===== src/rtl/obi_irq_cfg_mgr_pkg.sv =====
// Shared definitions for the interrupt-configuration halfword and its placement
// in the OBI register map. The interrupt controller imports the same package, so
// the field layout and line-to-lane mapping have a single definition.
//   irq_cfg_t     : per-line configuration halfword layout
//   mgr_state_e   : manager FSM states
//   cfg_word_addr : line index -> word byte address
//   cfg_lane_be   : 2-bit halfword enable -> 4-bit lane enable for a line
//   cfg_lane_sel  : extract a line's halfword from a 32-bit word
package obi_irq_cfg_mgr_pkg;

  typedef enum logic [1:0] {
    ST_IDLE = 2'd0,
    ST_REQ  = 2'd1,
    ST_RESP = 2'd2
  } mgr_state_e;

  // Two lines share one word; this is one line's halfword.
  typedef struct packed {
    logic [7:0] prio;   // zero-extended priority
    logic [1:0] rsvd;
    logic       nest;
    logic       heti;
    logic [1:0] trig;
    logic       ip;
    logic       ie;
  } irq_cfg_t;

  function automatic logic [31:0] cfg_word_addr(input logic [31:0] base,
                                                input logic [31:0] line);
    return base + ((line >> 1) << 2);
  endfunction

  function automatic logic [3:0] cfg_lane_be(input logic odd, input logic [1:0] be);
    return odd ? {be, 2'b00} : {2'b00, be};
  endfunction

  function automatic logic [15:0] cfg_lane_sel(input logic odd, input logic [31:0] word);
    return odd ? word[31:16] : word[15:0];
  endfunction

endpackage


===== src/rtl/obi_bus.sv =====
// Minimal OBI interface (32-bit address/data) with manager and subordinate views.
//   Manager     : drives req/addr/we/be/wdata/rready, receives gnt/rvalid/rdata/err
//   Subordinate : the mirror image
interface OBI_BUS;
  logic        req;
  logic        gnt;
  logic [31:0] addr;
  logic        we;
  logic [3:0]  be;
  logic [31:0] wdata;
  logic        rvalid;
  logic        rready;
  logic [31:0] rdata;
  logic        err;

  modport Manager (
    output req, addr, we, be, wdata, rready,
    input  gnt, rvalid, rdata, err
  );

  modport Subordinate (
    input  req, addr, we, be, wdata, rready,
    output gnt, rvalid, rdata, err
  );
endinterface


===== src/rtl/obi_irq_cfg_mgr.sv =====
// OBI manager that reads/writes per-line interrupt configuration halfwords and
// can sweep one halfword into every line.
// Ports:
//   clk_i, rst_i            : clock, asynchronous active-high reset
//   obi_mgr                 : OBI manager port (one outstanding transaction)
//   cmd_valid_i/cmd_ready_o : command handshake; cmd_we_i/line/be/data describe it
//   init_i, init_cfg_i      : start a sweep writing init_cfg_i to all lines
//   rsp_valid_o/data/err    : one-cycle response pulse per transaction
//   busy_o                  : a transaction or sweep is in progress
//   init_done_o             : pulses with the response of the last sweep line
module obi_irq_cfg_mgr
  import obi_irq_cfg_mgr_pkg::*;
#(
  parameter int unsigned NrIrqLines = 64,
  parameter int unsigned NrIrqPrios = 32,
  parameter logic [31:0] BaseAddr   = 32'h0
) (
  input  logic                          clk_i,
  input  logic                          rst_i,
  OBI_BUS.Manager                       obi_mgr,
  input  logic                          cmd_valid_i,
  output logic                          cmd_ready_o,
  input  logic                          cmd_we_i,
  input  logic [$clog2(NrIrqLines)-1:0] cmd_line_i,
  input  logic [1:0]                    cmd_be_i,
  input  logic [15:0]                   cmd_data_i,
  input  logic                          init_i,
  input  logic [15:0]                   init_cfg_i,
  output logic                          rsp_valid_o,
  output logic [15:0]                   rsp_data_o,
  output logic                          rsp_err_o,
  output logic                          busy_o,
  output logic                          init_done_o
);

  localparam int unsigned LineWidth = $clog2(NrIrqLines);
  localparam int unsigned PrioWidth = $clog2(NrIrqPrios);
  localparam logic [7:0]  PrioMask  = 8'((32'd1 << PrioWidth) - 32'd1);
  localparam logic [LineWidth-1:0] LastLine = LineWidth'(NrIrqLines - 1);

  // Priority is PrioWidth bits wide; bits above it are forced to zero.
  function automatic irq_cfg_t clamp_prio(input logic [15:0] half);
    irq_cfg_t cfg;
    cfg      = irq_cfg_t'(half);
    cfg.prio = cfg.prio & PrioMask;
    return cfg;
  endfunction

  mgr_state_e           state_q, state_d;
  logic [LineWidth-1:0] line_q, line_d;
  logic                 we_q, we_d;
  logic [1:0]           be_q, be_d;
  irq_cfg_t             data_q, data_d;
  logic                 sweep_q, sweep_d;
  logic                 rsp_valid_q, rsp_valid_d;
  logic [15:0]          rsp_data_q, rsp_data_d;
  logic                 rsp_err_q, rsp_err_d;
  logic                 init_done_q, init_done_d;
  logic                 sweep_more_s;

  // A sweep continues until the last line has responded.
  assign sweep_more_s = sweep_q && (line_q != LastLine);

  // State and datapath registers.
  always_ff @(posedge clk_i or posedge rst_i) begin
    if (rst_i) begin
      state_q     <= ST_IDLE;
      line_q      <= LineWidth'(0);
      we_q        <= 1'b0;
      be_q        <= 2'b00;
      data_q      <= irq_cfg_t'(16'h0000);
      sweep_q     <= 1'b0;
      rsp_valid_q <= 1'b0;
      rsp_data_q  <= 16'h0000;
      rsp_err_q   <= 1'b0;
      init_done_q <= 1'b0;
    end else begin
      state_q     <= state_d;
      line_q      <= line_d;
      we_q        <= we_d;
      be_q        <= be_d;
      data_q      <= data_d;
      sweep_q     <= sweep_d;
      rsp_valid_q <= rsp_valid_d;
      rsp_data_q  <= rsp_data_d;
      rsp_err_q   <= rsp_err_d;
      init_done_q <= init_done_d;
    end
  end

  // Next-state logic. rvalid is only honoured in RESP, so a stray response
  // while idle or requesting cannot complete anything.
  always_comb begin
    state_d = state_q;
    case (state_q)
      ST_IDLE: begin
        if (init_i || cmd_valid_i) state_d = ST_REQ;
        else                       state_d = ST_IDLE;
      end
      ST_REQ: begin
        if (obi_mgr.gnt) state_d = ST_RESP;
        else             state_d = ST_REQ;
      end
      ST_RESP: begin
        if (obi_mgr.rvalid) state_d = sweep_more_s ? ST_REQ : ST_IDLE;
        else                state_d = ST_RESP;
      end
      default: state_d = ST_IDLE;
    endcase
  end

  // Command capture, sweep sequencing and response registers.
  always_comb begin
    line_d      = line_q;
    we_d        = we_q;
    be_d        = be_q;
    data_d      = data_q;
    sweep_d     = sweep_q;
    rsp_valid_d = 1'b0;
    rsp_data_d  = rsp_data_q;
    rsp_err_d   = rsp_err_q;
    init_done_d = 1'b0;
    case (state_q)
      ST_IDLE: begin
        if (init_i) begin
          line_d  = LineWidth'(0);
          we_d    = 1'b1;
          be_d    = 2'b11;
          data_d  = clamp_prio(init_cfg_i);
          sweep_d = 1'b1;
        end else if (cmd_valid_i) begin
          line_d  = cmd_line_i;
          we_d    = cmd_we_i;
          be_d    = cmd_we_i ? cmd_be_i : 2'b11;
          data_d  = clamp_prio(cmd_data_i);
          sweep_d = 1'b0;
        end else begin
          sweep_d = 1'b0;
        end
      end
      ST_RESP: begin
        if (obi_mgr.rvalid) begin
          rsp_valid_d = 1'b1;
          rsp_data_d  = we_q ? 16'h0000 : cfg_lane_sel(line_q[0], obi_mgr.rdata);
          rsp_err_d   = obi_mgr.err;
          if (sweep_more_s) begin
            line_d = line_q + LineWidth'(1);
          end else begin
            sweep_d     = 1'b0;
            init_done_d = sweep_q;
          end
        end else begin
          rsp_valid_d = 1'b0;
        end
      end
      default: begin
        rsp_valid_d = 1'b0;
      end
    endcase
  end

  // Bus and status outputs, all derived from registered state.
  assign obi_mgr.req    = (state_q == ST_REQ);
  assign obi_mgr.addr   = cfg_word_addr(BaseAddr, 32'(line_q));
  assign obi_mgr.we     = we_q;
  assign obi_mgr.be     = cfg_lane_be(line_q[0], be_q);
  assign obi_mgr.wdata  = {data_q, data_q};
  assign obi_mgr.rready = 1'b1;

  assign cmd_ready_o = (state_q == ST_IDLE) && !init_i;
  assign busy_o      = (state_q != ST_IDLE);
  assign rsp_valid_o = rsp_valid_q;
  assign rsp_data_o  = rsp_data_q;
  assign rsp_err_o   = rsp_err_q;
  assign init_done_o = init_done_q;

endmodule


===== src/flat_wrapper.sv =====
// flat-port wrapper written by rule: the top's interface ports become plain ports
module obi_irq_cfg_mgr_flat import obi_irq_cfg_mgr_pkg::*;
#(
  parameter int unsigned NrIrqLines = 64,
  parameter int unsigned NrIrqPrios = 32,
  parameter logic [31:0] BaseAddr   = 32'h0
)
  (clk_i, rst_i, cmd_valid_i, cmd_ready_o, cmd_we_i, cmd_line_i, cmd_be_i, cmd_data_i, init_i, init_cfg_i, rsp_valid_o, rsp_data_o, rsp_err_o, busy_o, init_done_o, obi_mgr_req, obi_mgr_addr, obi_mgr_we, obi_mgr_be, obi_mgr_wdata, obi_mgr_rready, obi_mgr_gnt, obi_mgr_rvalid, obi_mgr_rdata, obi_mgr_err);
  OBI_BUS obi_mgr_i ();
  input  logic clk_i;
  input  logic rst_i;
  input  logic cmd_valid_i;
  output logic cmd_ready_o;
  input  logic cmd_we_i;
  input  logic [$clog2(NrIrqLines)-1:0] cmd_line_i;
  input  logic [1:0] cmd_be_i;
  input  logic [15:0] cmd_data_i;
  input  logic init_i;
  input  logic [15:0] init_cfg_i;
  output logic rsp_valid_o;
  output logic [15:0] rsp_data_o;
  output logic rsp_err_o;
  output logic busy_o;
  output logic init_done_o;
  output wire logic [$bits(obi_mgr_i.req)-1:0] obi_mgr_req;
  output wire logic [$bits(obi_mgr_i.addr)-1:0] obi_mgr_addr;
  output wire logic [$bits(obi_mgr_i.we)-1:0] obi_mgr_we;
  output wire logic [$bits(obi_mgr_i.be)-1:0] obi_mgr_be;
  output wire logic [$bits(obi_mgr_i.wdata)-1:0] obi_mgr_wdata;
  output wire logic [$bits(obi_mgr_i.rready)-1:0] obi_mgr_rready;
  input wire logic [$bits(obi_mgr_i.gnt)-1:0] obi_mgr_gnt;
  input wire logic [$bits(obi_mgr_i.rvalid)-1:0] obi_mgr_rvalid;
  input wire logic [$bits(obi_mgr_i.rdata)-1:0] obi_mgr_rdata;
  input wire logic [$bits(obi_mgr_i.err)-1:0] obi_mgr_err;
  assign obi_mgr_req = obi_mgr_i.req;
  assign obi_mgr_addr = obi_mgr_i.addr;
  assign obi_mgr_we = obi_mgr_i.we;
  assign obi_mgr_be = obi_mgr_i.be;
  assign obi_mgr_wdata = obi_mgr_i.wdata;
  assign obi_mgr_rready = obi_mgr_i.rready;
  assign obi_mgr_i.gnt = obi_mgr_gnt;
  assign obi_mgr_i.rvalid = obi_mgr_rvalid;
  assign obi_mgr_i.rdata = obi_mgr_rdata;
  assign obi_mgr_i.err = obi_mgr_err;
  obi_irq_cfg_mgr #(.NrIrqLines(NrIrqLines), .NrIrqPrios(NrIrqPrios), .BaseAddr(BaseAddr)) u_core (.clk_i(clk_i), .rst_i(rst_i), .obi_mgr(obi_mgr_i), .cmd_valid_i(cmd_valid_i), .cmd_ready_o(cmd_ready_o), .cmd_we_i(cmd_we_i), .cmd_line_i(cmd_line_i), .cmd_be_i(cmd_be_i), .cmd_data_i(cmd_data_i), .init_i(init_i), .init_cfg_i(init_cfg_i), .rsp_valid_o(rsp_valid_o), .rsp_data_o(rsp_data_o), .rsp_err_o(rsp_err_o), .busy_o(busy_o), .init_done_o(init_done_o));
endmodule

===== config.mk =====
export PLATFORM = sky130hd
export DESIGN_NAME = obi_irq_cfg_mgr_flat
export DESIGN_NICKNAME = d
export VERILOG_FILES = /design/src/rtl/obi_irq_cfg_mgr_pkg.sv /design/src/rtl/obi_bus.sv /design/src/rtl/obi_irq_cfg_mgr.sv /design/src/flat_wrapper.sv
export SDC_FILE = /design/constraint.sdc
export NUM_CORES = 1
export LEC_CHECK = 0
export ABC_CLOCK_PERIOD_IN_PS = 3600
export BUFFER_PORTS_ARGS = -buffer_cell sky130_fd_sc_hd__buf_2
export CAP_MARGIN = 20
export CORE_UTILIZATION = 46
export CTS_CLUSTER_DIAMETER = 80
export DETAILED_ROUTE_END_ITERATION = 16
export GPL_TIMING_DRIVEN = 0
export PLACE_DENSITY = 0.84
export SYNTH_ARGS = -nofsm -noshare
export SYNTH_HDL_FRONTEND = slang
export SYNTH_SLANG_ARGS = --single-unit

===== constraint.sdc =====
create_clock -name clk_i -period 3.6 [get_ports clk_i]
set_clock_uncertainty 0.15 [all_clocks]
set_input_delay 0.72 -clock clk_i [delete_from_list [all_inputs] [get_ports clk_i]]
set_output_delay 0.72 -clock clk_i [all_outputs]
set_load 0.01 [all_outputs]

==> flow_metrics.tcl <==
set metrics [dict create \
    rsz0062_at_grt "false" \
    drc_errors 0 \
    placementRows 27 \
    start_util_pct 47.9 \
    htreeDepth 2 \
    grt_pass1_wl_um 10400 \
    synth_top_area_cell "dfrtp_1" \
    p_per_area_nw_per_um2 704 \
    cts_made_buffers 5 \
    grt_max_degree 45 \
    die-area_um2 6030 \
    syn-cell-area_um2 2640 \
    fin_cells 524 \
    syn_area_per_cell_um2 9.41 \
    hold_class "input port to asynchronous set/reset pin" \
    wl_per_cell_um 12.3 \
    clkLatencyLatePin_ns 0.29 \
    ctsResizeCount 0 \
    yosysMostFrequentCell "buf_4" \
    port_buffers 131 \
    p_sw_share_pct 40.5 \
    drt_iter0_drc 107 \
    grt_overflow_total 0 \
    p_sw_w 0.00104 \
    cp_max_fo 10 \
    ys.flop_type "dfrtp_1" \
    place_ws_ns 1.11 \
    grt_usage_pct 21.9 \
    synth.yosys.seq_area_share_pct 41.8 \
    status "complete, no violations" \
    setup_slack_ns 1.08 \
    antennaDiodeCount 0 \
    vdd_drop_max_v 0.000421 \
    die_h_um 77.7 \
    die_w_um 77.7 \
    core_area_um2 5510 \
    fmax_mhz 397 \
    synthCells 280 \
    synth_edf_count 0 \
    cp-start-kind "flip-flop" \
    ys_warn_count 0 \
    p_leak_nw 2.03 \
    ys_ff_latch 44 \
    fillers 465 \
    internal_power_w 0.00152 \
    first_pass_iters 4 \
    clock_sinks 44 \
    nNetsFinal 532 \
    final.min_clock_period_ns 2.52 \
    cts-hold-fix-buffers 0 \
    cts.root.buffer_cell "clkbuf_8" \
    async_reset_ff_share_pct 100 \
    yosys.cell_types.count 41 \
    utilization_pct 66.0 \
    wirelength_um 6450 \
    fin_tns_setup_ns 0 \
    synthTopCellsByCount "buf_4, dfrtp_1, nand2_1" \
    cts_tree "built" \
    vias 2461 \
    cts_buffer_depth 2 \
    antenna_found_initial 0 \
    drive_gt1_share_pct 46.2 \
    cts_setup_buffers 0 \
    setup_viol 0 \
    dpl.cell_count 516 \
    critPathKind "flip-flop to primary output" \
    ios 172 \
    syn2layout_area_growth_pct 38.0 \
    via_per_inst 4.70 \
    drtAntennaViolNets 0 \
    yosys-top-cells-area "dfrtp_1, buf_4, mux2i_1" \
    critical_path_required_ns 2.73 \
    netlist.area_leader.share_pct 41.8 \
    worst_pin_slew_ns 0.561 \
    relSlewSlack_pct 62.6 \
    clkPwrFrac_pct 15.0 \
    drv_cap 0 \
    place_congestion 0.919 \
    cp-end-kind "primary output" \
    dp_hpwl_um 5060 \
    clk_pin_slew_worst_paths_ns 0.09 \
    hold_violations 0 \
    arrival_ns 1.65 \
    drv_slew 0 \
    p_comb_share_pct 51.3 \
    p_seq_share_pct 33.7 \
    final.period_utilization_pct 70.0 \
    grt_pass1_vias 2216 \
]
==> stage by stage <==
stage	hold WS, ns	instance area (µm²)	total power (W)
floorplan	0.306	2760	0.00171
global placement	0.306	3500	0.00215
detailed placement	0.310	3520	0.00219
CTS	0.288	3640	0.00258
global route	0.306	3640	0.00276
finish	0.297	3640	0.00256
==> worst max-delay path, stage by stage (launching register included) <==
cell	delay, ns
dfrtp_1	0.35
buf_2	0.20
clkbuf_1	0.47
and2_1	0.20
buf_2	0.14
==> cell families (layout without fill, tap and decap cells) <==
kind of cell,after synthesis,count (layout),share of synthesized area (%)
AND/OR/NAND/NOR,72,72,13.3
multiplexers,31,31,11.9
AO/OA/AOI/OAI,54,54,13.7
other,2,34,0.285
flip-flops,44,44,41.8
adder cells (fa/ha/maj),1,1,0.475
buffers and inverters,76,216,18.6
==> final cells by class <==
class	instances	area [µm²]	area share [%]
Multi-Input combinational cell	192	1160	32.0
Sequential cell	44	1100	30.3
Timing Repair Buffer	132	676	18.6
Buffer	66	453	12.5
Tap cell	72	90.1	2.48
Clock buffer	5	68.8	1.89
Clock inverter	3	46.3	1.27
Inverter	10	37.5	1.03
==> worst paths after layout <==
kind	start	end	slack, ns	cells past startpoint
min in group clk_i	u_core.rsp_data_o[7]	u_core.rsp_data_o[7]	0.33	2
max reg2reg	u_core.line_q[1]	u_core.line_q[1]	1.44	5
max	u_core.line_q[0]	obi_mgr_be[2]	1.08	4
max in group asynchronous	rst_i	u_core.sweep_q	2.80	3
min reg2reg	u_core.rsp_data_o[7]	u_core.rsp_data_o[7]	0.33	2
min	rst_i	u_core.obi_mgr.wdata[12]	0.30	3
==> flip-flops by register name, indices dropped and copies added, names as in the netlist <==
register / flops
u_core.rsp_data_o: 16
u_core.obi_mgr.wdata: 13
u_core.obi_mgr.we: 1
u_core.rsp_err_o: 1
u_core.state_q: 2
u_core.line_q: 6
u_core.rsp_valid_o: 1
u_core.be_q: 2
u_core.sweep_q: 1
u_core.init_done_o: 1
==> power by group through the flow <==
stage | clock [W] | sequential, W | combinational (W)
after floorplan | 0 | 0.000913 | 0.000801
after global placement | 0 | 0.000861 | 0.00129
after detailed placement | 0 | 0.000869 | 0.00132
after CTS | 0.000397 | 0.000862 | 0.00132
after global routing | 0.000417 | 0.000897 | 0.00144
final | 0.000385 | 0.000862 | 0.00131
==> cell usage in the layout, fill, tap and decap left out, types with 2 or more instances in the layout <==
cell,n
a21oi_1,4
a22o_1,4
and2_1,2
buf_2,136
buf_4,53
clkbuf_1,8
clkbuf_8,5
conb_1,34
dfrtp_1,44
inv_1,7
inv_2,3
mux2_2,2
mux2i_1,29
nand2_1,40
nand3_1,4
nand4_1,4
nor2_1,6
nor2b_1,2
nor3b_1,3
o21ai_0,19
o21ai_1,3
o31ai_1,16
==> routing by layer <==
layer / global-route usage [%] / wire, µm / vias to the layer above
met1: 25.5 / 2530 / 1146
met2: 40.1 / 3460 / 97
met5: 0 / 0 / -
met3: 5.06 / 412 / 4
met4: 5.66 / 44 / 0
li1: - / - / 1214
Note: power is estimated with default switching activity, not from simulation.
